==> src/rtl/multicycle_main_controller.sv <==
// Main control FSM for the multicycle RV32I datapath: sequences each instruction,
// drives every datapath enable and mux select, and counts retired instructions.
module multicycle_main_controller #(
    parameter int CNT_W = 32
) (
    input  logic             clk,
    input  logic             rst_n,
    input  logic [6:0]       op,
    input  logic [2:0]       func3,
    input  logic             zero,
    input  logic             mem_ready,
    output logic             PCWrite,
    output logic             AdrSrc,
    output logic             MemWrite,
    output logic             IRWrite,
    output logic [1:0]       ResultSrc,
    output logic [1:0]       ALUSrcA,
    output logic [1:0]       ALUSrcB,
    output logic [1:0]       AluOp,
    output logic [2:0]       ImmSrc,
    output logic             RegWrite,
    output logic             illegal,
    output logic [CNT_W-1:0] retired
);

    localparam logic [6:0] OP_LOAD   = 7'b0000011;
    localparam logic [6:0] OP_STORE  = 7'b0100011;
    localparam logic [6:0] OP_RTYPE  = 7'b0110011;
    localparam logic [6:0] OP_ITYPE  = 7'b0010011;
    localparam logic [6:0] OP_BRANCH = 7'b1100011;
    localparam logic [6:0] OP_JAL    = 7'b1101111;
    localparam logic [6:0] OP_LUI    = 7'b0110111;

    typedef enum logic [3:0] {
        FETCH    = 4'd0,
        DECODE   = 4'd1,
        MEMADR   = 4'd2,
        MEMREAD  = 4'd3,
        MEMWB    = 4'd4,
        MEMWRITE = 4'd5,
        EXECR    = 4'd6,
        EXECI    = 4'd7,
        ALUWB    = 4'd8,
        BRANCH   = 4'd9,
        JAL      = 4'd10,
        LUI      = 4'd11
    } state_t;

    state_t           state_q, state_d;
    logic [CNT_W-1:0] retired_q, retired_d;
    logic             retire;

    always_comb begin
        state_d   = FETCH;
        retire    = 1'b0;
        PCWrite   = 1'b0;
        AdrSrc    = 1'b0;
        MemWrite  = 1'b0;
        IRWrite   = 1'b0;
        ResultSrc = 2'b00;
        ALUSrcA   = 2'b00;
        ALUSrcB   = 2'b00;
        AluOp     = 2'b00;
        RegWrite  = 1'b0;
        illegal   = 1'b0;
        case (state_q)
            FETCH: begin
                ALUSrcB   = 2'b10;
                ResultSrc = 2'b10;
                // Reset parks the FSM in FETCH, so gating here keeps all writes off during reset
                IRWrite   = mem_ready & rst_n;
                PCWrite   = mem_ready & rst_n;
                state_d   = mem_ready ? DECODE : FETCH;
            end
            DECODE: begin
                ALUSrcA = 2'b01;
                ALUSrcB = 2'b01;
                case (op)
                    OP_LOAD, OP_STORE: state_d = MEMADR;
                    OP_RTYPE:          state_d = EXECR;
                    OP_ITYPE:          state_d = EXECI;
                    OP_BRANCH:         state_d = BRANCH;
                    OP_JAL:            state_d = JAL;
                    OP_LUI:            state_d = LUI;
                    default:           illegal = 1'b1;
                endcase
            end
            MEMADR: begin
                ALUSrcA = 2'b10;
                ALUSrcB = 2'b01;
                state_d = (op == OP_LOAD) ? MEMREAD : MEMWRITE;
            end
            MEMREAD: begin
                AdrSrc  = 1'b1;
                state_d = mem_ready ? MEMWB : MEMREAD;
            end
            MEMWB: begin
                ResultSrc = 2'b01;
                RegWrite  = 1'b1;
                retire    = 1'b1;
            end
            MEMWRITE: begin
                AdrSrc   = 1'b1;
                MemWrite = 1'b1;
                retire   = mem_ready;
                state_d  = mem_ready ? FETCH : MEMWRITE;
            end
            EXECR: begin
                ALUSrcA = 2'b10;
                AluOp   = 2'b10;
                state_d = ALUWB;
            end
            EXECI: begin
                ALUSrcA = 2'b10;
                ALUSrcB = 2'b01;
                AluOp   = 2'b11;
                state_d = ALUWB;
            end
            ALUWB: begin
                RegWrite = 1'b1;
                retire   = 1'b1;
            end
            BRANCH: begin
                ALUSrcA = 2'b10;
                AluOp   = 2'b01;
                PCWrite = ((func3 == 3'b000) & zero) | ((func3 == 3'b001) & ~zero);
                retire  = 1'b1;
            end
            JAL: begin
                // PC takes the target from ALUOut while the ALU forms the link value OldPC+4
                ALUSrcA = 2'b01;
                ALUSrcB = 2'b10;
                PCWrite = 1'b1;
                state_d = ALUWB;
            end
            LUI: begin
                ALUSrcA = 2'b11;
                ALUSrcB = 2'b01;
                state_d = ALUWB;
            end
            default: state_d = FETCH;
        endcase
    end

    always_comb begin
        case (op)
            OP_STORE:  ImmSrc = 3'b001;
            OP_BRANCH: ImmSrc = 3'b010;
            OP_JAL:    ImmSrc = 3'b011;
            OP_LUI:    ImmSrc = 3'b100;
            default:   ImmSrc = 3'b000;
        endcase
    end

    assign retired_d = retire ? retired_q + CNT_W'(1) : retired_q;
    assign retired   = retired_q;

    always_ff @(posedge clk or negedge rst_n) begin
        if (!rst_n) begin
            state_q   <= FETCH;
            retired_q <= '0;
        end else begin
            state_q   <= state_d;
            retired_q <= retired_d;
        end
    end

endmodule

==> config.mk <==
export PLATFORM = sky130hd
export DESIGN_NAME = multicycle_main_controller
export DESIGN_NICKNAME = d
export VERILOG_FILES = /design/src/rtl/multicycle_main_controller.sv
export SDC_FILE = /design/constraint.sdc
export NUM_CORES = 1
export LEC_CHECK = 0
export CORE_MARGIN = 10
export CORE_UTILIZATION = 52
export CTS_BUF_LIST = sky130_fd_sc_hd__clkbuf_8
export DETAILED_ROUTE_END_ITERATION = 8
export PLACE_DENSITY = 0.87
export SLEW_MARGIN = 10
export SYNTH_ARGS = -nofsm -noshare
export SYNTH_HDL_FRONTEND = slang
export SYNTH_SLANG_ARGS = --single-unit
==> constraint.sdc <==
create_clock -name clk -period 6.2 [get_ports clk]
set_input_delay 0.62 -clock clk [delete_from_list [all_inputs] [get_ports clk]]
set_output_delay 0.62 -clock clk [all_outputs]
set_load 0.02 [all_outputs]
==> summary.txt, run 1 <==
Global routing
  – Largest net degree at the start of global routing: 38
  – Global-route wire length before repair: approximately 9100 um
  – Number of global-route vias before repair: approximately 1800
  – M1 GR Usage: 0.1788
  – Total track usage: 0.1556
  – Overall overflow remaining after global route: 0
  – Antenna violations before repair: 0
  – Gr busiest metal: met2
  – Met3 usage in global routing: 0.05176
  – M2 GR Usage: 0.2633

Cells and area
  – Area grow syn2layout: 35.39%
  – Diode count: 0
  – Fin nets: around 300
  – Fraction of layout cells with a size suffix above 1: 0.05654
  – Most frequent cells in the layout: clkdlybuf4s50_1 (61), dfrtp_1 (36), nand2_1 (20)
  – Commonest non-fill, non-tap cell in the layout: clkdlybuf4s50_1

Setup path
  – Setup crit end kind: output port
  – CP required: between 5 and 6 ns
  – Crit path max fanout: 6
  – Reg2Reg Setup Slack: between 3 and 4 ns
  – Slowest cell on crit path: clkdlybuf4s50_1
  – Worst r2r dst: retired[15]
  – CP max stage delay: between 0.5 and 0.6 ns
  – Critical-path cell list: clkdlybuf4s50_1 -> nand2b_1 -> mux2_2 -> o21ai_0 -> nand2b_1 -> and3_1 -> clkdlybuf4s50_1
  – CP arrival: 2.57 ns
  – Buffers and inverters on the worst path: 2
  – Crit path kind: input pin to output port
  – Crit-path leading delay family: buffers and inverters
  – Worst-case reg-to-reg path depth: 5
  – R2R Path Start: state_q[2]
  – Worst Setup Start Kind: input pin

Clock tree
  – Clock tree buffer depth: 2
  – Worst-path clk slew: 0.07 ns
  – Post_cts resized: 0
  – CTS root buf: clkbuf_8
  – Post-CTS Hold Buffers: 0
  – TritonCTS Sinks: 36
  – TritonCTS Buffers: 5
  – Post-CTS Repair Setup Buffers: 0
  – CTS tree: done
  – H-tree Lvls: 2
  – Clk_lat worst skew: approximately 0.29 ns

Power
  – NetSw: about 170 uW
  – Peak supply drop: roughly 0.17 mV
  – Flop pwr share: 0.449
  – Comb power frac: 0.214
  – Pwr dens: approximately 210 mW/mm2
  – Internal power: approximately 430 uW
  – Sw Share: 0.2836
  – Static Leak: 0.001138 uW
  – Clk network pwr share: 0.337

Logic synthesis
  – Synthesized area: ~0.0021 mm2
  – Async SR Flop Fraction: 1.000
  – Share of the yosys chip area belonging to registers: 0.4319
  – Syn nets: ~240
  – Synth Flop Type: dfrtp_1
  – Syn_area_per_cell: 9.311 um2
  – Post-synth EDFFs: 0
  – Register bit total from synthesis: 36
  – Synth cell types: 36
  – Post-synthesis cell count: approximately 220
  – Yosys warns: 0

Floorplan
  – # IOs: 63
  – Die W: roughly 83 um
  – Core region area: around 0.0038 mm2
  – Initial Util: 0.5531
  – Die Y: ~83 um
  – Row cnt: 22
  – Die area: slightly below 0.007 mm2

STA
  – Max-slew headroom: 0.3310
  – Clock Skews: about 0.0053 ns
  – Fin. max-slew vios: 0
  – Final setup fails: 0
  – Setup TNS: 0 ns
  – Setup ws final: approximately 3 ns
  – Worst Max-Slew Pin Slew: 0.9944 ns
  – Unrepaired setup endpoints after global routing: no
  – Crit path time final: 3.188 ns
  – F_max: around 310 MHz
  – Period utilization: 0.5142
  – Fin. Hold Viols: 0

Place
  – DP Worst Slack: roughly 3.0 ns
  – GP Congestion: just under 0.8
  – Detailed placement HPWL: about 4200 um
  – Port Buffers: 62

Drt
  – Via density per instance: between 5 and 6
  – ANT nets after route: 0
  – Initial DRC count: 121
  – Average wire per standard cell: roughly 16 um
  – Via Count: between 1500 and 2000
  – Drt total wl: around 5400 um
  – Remaining DRCs: 0
  – First-pass detailed-route iteration total: 4

Flow run
  – # Max-Cap Violations: 0

Outcome
  – Outcome: finished, final reports clean

Worst hold path
  – Hold Crit Class: input pin to async pin
power groups by stage:
stage / clock, uW / combinational, uW / sequential, uW
floorplan: 0 / 54.6 / 282
global placement: 0 / 127 / 272
detailed placement: 0 / 129 / 273
CTS: 205 / 130 / 269
global route: 215 / 139 / 272
finish: 201 / 128 / 269
area by class of cell:
cell class	instances	area (um2)
Tap cell	48	60.06
Sequential cell	36	900.9
Clock inverter	3	38.79
Inverter	4	15.01
Clock buffer	5	68.82
Fill cell	270	947.2
Timing Repair Buffer	62	615.6
Multi-Input combinational cell	173	1125
registers in the layout (all words and copies together) (netlist names):
name     cells
state_q      4
retired     32
through the flow:
step	total power (uW)	util	std cells	hold WS, ns	instance area [um2]
after global routing	625.4	0.7488	331	0.4554	2824
after detailed placement	402.0	0.7203	323	0.4607	2716
after floorplan	336.1	-	224	0.3244	2086
final	598.0	0.7488	331	0.4001	2824
after CTS	604.1	0.7488	331	0.4237	2824
after global placement	399.4	0.7203	323	0.4550	2716
cells in the mapped netlist, types with 2 or more instances:
master	instances	area, um2
dfrtp_1	36	900.9
nand2_1	20	75.07
xnor2_1	19	166.4
nor3_1	17	85.08
nor2_1	15	56.30
xor2_1	15	131.4
nand3_1	11	55.05
clkbuf_1	10	37.54
nand2b_1	9	56.30
nand4_1	9	56.30
nor4_1	8	50.05
o21ai_0	6	30.03
a21oi_1	4	20.02
inv_1	4	15.01
mux2_2	4	45.04
nor2b_1	4	25.02
a211oi_1	3	22.52
and3_1	3	18.77
and4_1	3	26.28
a21o_1	2	15.01
and2_1	2	12.51
nor4_4	2	42.54
o21a_1	2	15.01
o31ai_1	2	15.01
or3_1	2	12.51
or4_1	2	15.01
metal layers:
metal | wire, um | part of all wire
met2 | 2847 | 0.53
met1 | 2284 | 0.42
met4 | 36 | 0.0066
met3 | 254 | 0.047
met5 | 0 | 0
logic make-up after synthesis:
logic type	share of synthesized area
adder cells (fa/ha/maj)	0.005998
flip-flops	0.4319
buffers and inverters	0.02880
multiplexers	0.02159
XOR/XNOR	0.1428
AND/OR/NAND/NOR	0.2963
AO/OA/AOI/OAI	0.07258
worst register-to-register path, stage by stage (launching register included):
cell and delay, ns:
dfrtp_1 0.58, nand2b_1 0.23, o21a_1 0.30, nor4_1 0.83, nand4_1 0.22, xnor2_1 0.18
worst max path at each step:
stage | startpoint | end | slack [ns] | depth (start not counted)
after global placement | op[2] | illegal | 3.04 | 6
final | op[6] | illegal | 3.01 | 7
after floorplan | op[3] | ImmSrc[0] | 3.83 | 3
after detailed placement | op[4] | illegal | 3.03 | 7
after global routing | op[6] | illegal | 2.89 | 7
after CTS | op[4] | illegal | 3.02 | 7
Power figures use the tool's default switching activity.
==> inputs of run 2 (changes only) <==
Settings changed: CORE_UTILIZATION 52 to 49, PLACE_DENSITY 0.87 to 0.83.
Clock period 6.2 ns to 3.1 ns, I/O delays scaled along.
==> summary.txt, run 2 (synthesized netlist as in run 1, its figures left out) <==
Setup path
  – Crit path max fanout: 16
  – CP required: roughly 2.8 ns
  – Crit path kind: flop to output port
  – Worst Setup Start Kind: flop
  – Setup crit end kind: output port
  – CP arrival: 2.37 ns

STA
  – Final setup fails: 0
  – F_max: ~370 MHz
  – Setup ws final: between 0.4 and 0.5 ns
  – Crit path time final: ~2.7 ns
  – Fin. Hold Viols: 0
  – Fin. max-slew vios: 0
  – Clock Skews: approximately 0.0053 ns
  – Period utilization: 0.8655
  – Unrepaired setup endpoints after global routing: no
  – Setup TNS: 0 ns
  – Worst Max-Slew Pin Slew: 0.5580 ns
  – Max-slew headroom: 0.6269

Floorplan
  – Die Y: roughly 85 um
  – Core region area: about 0.0041 mm2
  – Row cnt: 23
  – Initial Util: 0.5140
  – Die area: about 0.0073 mm2
  – Die W: 85.24 um
  – # IOs: 63

Clock tree
  – Clock tree buffer depth: 2
  – Clk_lat worst skew: between 0.2 and 0.3 ns
  – TritonCTS Sinks: 36
  – CTS tree: done
  – Worst-path clk slew: roughly 0.070 ns
  – CTS root buf: clkbuf_8
  – Post_cts resized: 0
  – TritonCTS Buffers: 5
  – Post-CTS Hold Buffers: 0
  – Post-CTS Repair Setup Buffers: 0
  – H-tree Lvls: 2

Power
  – NetSw: 329.3 uW
  – Comb power frac: 0.231
  – Sw Share: 0.2919
  – Flop pwr share: 0.474
  – Internal power: around 800 uW
  – Peak supply drop: a little under 0.3 mV
  – Clk network pwr share: 0.295
  – Static Leak: between 0.001 and 0.0015 uW
  – Pwr dens: approximately 400 mW/mm2

Cells and area
  – Max reg flops: 32
  – Area grow syn2layout: 35.99%
  – Sequential cell area: about 900 um2
  – Diode count: 0
  – Most frequent cells in the layout: clkdlybuf4s50_1 (62), dfrtp_1 (36), nand2_1 (20)
  – Number of fillers in the final layout: 328
  – Fraction of layout cells with a size suffix above 1: 0.05944
  – Fin nets: 300
  – Commonest non-fill, non-tap cell in the layout: clkdlybuf4s50_1
  – Footprint of the multi-input gates: 0.001125 mm2

Drt
  – First-pass detailed-route iteration total: 4
  – Average wire per standard cell: roughly 16 um
  – Via Count: around 1900
  – Initial DRC count: 106
  – Remaining DRCs: 0
  – Drt total wl: approximately 5300 um
  – Via density per instance: ~5.6
  – ANT nets after route: 0

Global routing
  – Overall overflow remaining after global route: 0
  – Number of global-route vias before repair: between 1500 and 2000
  – Largest net degree at the start of global routing: 37
  – Total track usage: 0.1492
  – Antenna violations before repair: 0
  – Global-route wire length before repair: approximately 9000 um

Worst hold path
  – Hold Crit Class: flop to flop

Flow run
  – # Max-Cap Violations: 0

Place
  – Port Buffers: 62
  – DP Worst Slack: 0.5142 ns
  – GP Congestion: between 0.8 and 0.9
  – Detailed placement HPWL: 4014 um

Outcome
  – Outcome: finished, final reports clean
-- run 2: worst paths after layout --
check / slack [ns] / startpoint / cells after the start / to
min in group asynchronous: 0.53 / rst_n / 2 / retired[31]
max in group asynchronous: 2.25 / rst_n / 2 / retired[18]
setup reg to reg: 0.67 / state_q[2] / 5 / retired[31]
hold / removal: 0.47 / retired[31] / 1 / retired[31]
setup / recovery: 0.42 / state_q[0] / 5 / PCWrite
hold reg to reg: 0.47 / retired[31] / 1 / retired[31]
-- run 2: layout make-up --
type / count / area share
Clock buffer: 6 / 0.02911
Timing Repair Buffer: 65 / 0.2267
Multi-Input combinational cell: 173 / 0.3966
Inverter: 4 / 0.005293
Tap cell: 50 / 0.02206
Clock inverter: 2 / 0.002647
Sequential cell: 36 / 0.3176
-- run 2: worst max-delay path, stage by stage, from the launching register on --
cell             delay, ns
dfrtp_1               0.63
nand2b_1              0.26
o41ai_1               0.38
a21oi_1               0.11
nor2_1                0.10
clkdlybuf4s50_1       0.62
-- run 2: through the flow --
step             util  cells  instance area, um2  total power (uW)  hold WS (ns)
6_report       0.6990    336                2836              1128        0.4736
5_1_grt        0.6990    336                2836              1192        0.4912
4_1_cts        0.6990    336                2836              1145        0.4871
3_5_place_dp   0.6768    328                2746             807.3        0.4776
3_3_place_gp   0.6768    328                2746             799.6        0.4563
2_1_floorplan       -    224                2086             672.3       0.01441
-- run 2: power by group through the flow --
stage	Sequential [uW]	Clock [uW]	Combinational, uW
5_1_grt	542	366	284
3_3_place_gp	542	0	258
3_5_place_dp	543	0	264
2_1_floorplan	563	0	109
6_report	535	333	260
4_1_cts	535	345	265
-- run 2: per-layer routing --
layer,track usage,vias to the layer above,part of all wire
met3,0.08509,6,0.11
li1,-,922,-
met1,0.1746,869,0.42
met5,0,-,0
met4,0.05240,0,0.013
met2,0.2228,74,0.45
==> inputs of run 3 (changes only) <==
Settings changed: CORE_UTILIZATION 49 to 44, PLACE_DENSITY 0.83 to 0.79, SETUP_SLACK_MARGIN from default to 0.15.
Clock period 3.1 ns to 2.29 ns, I/O delays scaled along.
==> summary.txt, run 3 (synthesized netlist as in run 1, its figures left out) <==
Outcome
  – Outcome: finished, final reports clean

Clock tree
  – Worst-path clk slew: 0.08 ns
  – CTS root buf: clkbuf_8
  – TritonCTS Buffers: 5
  – Post-CTS Hold Buffers: 0
  – CTS tree: done
  – H-tree Lvls: 2
  – Clock tree buffer depth: 2
  – Clk_lat worst skew: ~0.29 ns
  – TritonCTS Sinks: 36

Place
  – Port Buffers: 62
  – GP Congestion: between 0.8 and 0.9
  – DP Worst Slack: -0.02093 ns
  – DP Area: about 0.0029 mm2
  – Detailed placement HPWL: 4246 um

Cells and area
  – Fraction of layout cells with a size suffix above 1: 0.1386
  – Fin nets: between 300 and 400
  – Max reg flops: 32
  – Diode count: 0
  – Commonest non-fill, non-tap cell in the layout: clkdlybuf4s50_1
  – Most frequent cells in the layout: clkdlybuf4s50_1 (47), dfrtp_1 (36), nand2_1 (20), buf_4 (20), xnor2_1 (19)
  – Area grow syn2layout: 43.43%
  – Final instance area: 0.002992 mm2

Setup path
  – Crit path kind: flop to output port
  – Worst r2r dst: retired[25]
  – R2R Path Start: state_q[3]
  – Reg2Reg Setup Slack: between 0.2 and 0.3 ns
  – CP arrival: 1.88 ns
  – CP max stage delay: 0.62 ns
  – Setup crit end kind: output port
  – Critical-path cell list: buf_4 -> nor2b_2 -> mux2_2 -> clkdlybuf4s50_1
  – Crit-path leading delay family: buffers and inverters
  – Buffers and inverters on the worst path: 2
  – CP required: 2.06 ns
  – Slowest cell on crit path: clkdlybuf4s50_1
  – Worst-case reg-to-reg path depth: 6
  – Crit path max fanout: 24
  – Worst Setup Start Kind: flop

Global routing
  – Overall overflow remaining after global route: 0
  – Global-route wire length before repair: roughly 9000 um
  – Antenna violations before repair: 0
  – Total track usage: 0.1428
  – Number of global-route vias before repair: 1868
  – Largest net degree at the start of global routing: 37

Drt
  – Drt total wl: ~5600 um
  – Remaining DRCs: 0
  – Via Count: 1930
  – Via density per instance: between 5 and 6
  – Average wire per standard cell: ~16 um
  – ANT nets after route: 0
  – First-pass detailed-route iteration total: 4
  – Initial DRC count: 93

STA
  – F_max: between 400 and 500 MHz
  – Fin. Hold Viols: 0
  – Clock Skews: between 0.005 and 0.006 ns
  – Final setup fails: 0
  – Worst Max-Slew Pin Slew: between 0.4 and 0.5 ns
  – Setup ws final: between 0.15 and 0.2 ns
  – Crit path time final: around 2.1 ns
  – Fin. max-slew vios: 0
  – Max-slew headroom: 0.7025
  – Period utilization: 0.9188
  – Unrepaired setup endpoints after global routing: yes

Power
  – Static Leak: 0.001318 uW
  – Pwr dens: ~550 mW/mm2
  – Peak supply drop: roughly 0.71 mV
  – Power, Total: 1646 uW

Floorplan
  – Die area: 0.007894 mm2
  – Initial Util: 0.4662
  – Die W: just under 90 um
  – Core region area: 0.004474 mm2
  – # IOs: 63
  – Row cnt: 24
  – Die Y: ~89 um

Flow run
  – # Max-Cap Violations: 0

Worst hold path
  – Hold Crit Class: input pin to async pin
## run 3: changes by cell type in the layout (fill, tap and decap cells not counted), moves of 2 or more
cell	previous run	this run
dlymetal6s2s_1	0	4
dlygate4sd2_1	0	8
inv_1	6	4
clkdlybuf4s50_1	62	47
buf_4	3	20
## run 3: stage by stage
| step | std cells | utilization | TNS, ns | hold WS (ns) |
|---|---|---|---|---|
| 3_3_place_gp | 346 | 0.6401 | -0.02367 | 0.3602 |
| 4_1_cts | 354 | 0.6628 | 0 | 0.03329 |
| 6_report | 355 | 0.6686 | 0 | 0.02150 |
| 5_1_grt | 355 | 0.6686 | 0 | 0.05856 |
| 2_1_floorplan | 224 | - | 0 | -0.06659 |
| 3_5_place_dp | 346 | 0.6401 | -0.02093 | 0.3605 |
## run 3: timing repair
action	4_1_cts	5_1_grt
pin swaps	0	1
setup endpoints to repair	10	8
buffers inserted	0	1
gates resized for setup	11	10
## run 3: area by class of cell
| cell class | instances | area, um2 |
|---|---|---|
| fillers | 351 | 1483 |
| multi-input cells | 173 | 1139 |
| flip-flops and latches | 36 | 900.9 |
| repair buffers | 82 | 760.7 |
| clock buffers | 5 | 68.82 |
| well taps | 52 | 65.06 |
| clock inverters | 3 | 42.54 |
| inverters | 4 | 15.01 |
## run 3: worst max-delay path by stage
stage | start | endpoint | slack (ns) | depth (start not counted)
after floorplan | state_q[3] | retired[31] | 0.35 | 6
after global placement | op[2] | illegal | -0.02 | 6
after detailed placement | op[2] | illegal | -0.02 | 6
after CTS | state_q[1] | ALUSrcA[1] | 0.15 | 4
after global routing | state_q[1] | ALUSrcA[1] | 0.09 | 4
final | state_q[1] | ALUSrcA[1] | 0.19 | 4
## run 3: metal layers
layer	global-route usage	vias to the layer above	wire length [um]
li1	-	949	-
met4	0.05727	0	63
met1	0.1687	921	2350
met3	0.04596	5	344
met5	0	-	0
met2	0.2347	55	2793
## run 3: report_power, final
part	switching [uW]	internal, uW
clock network	237	322
logic	196	174
registers	45.2	672
total	478	1170
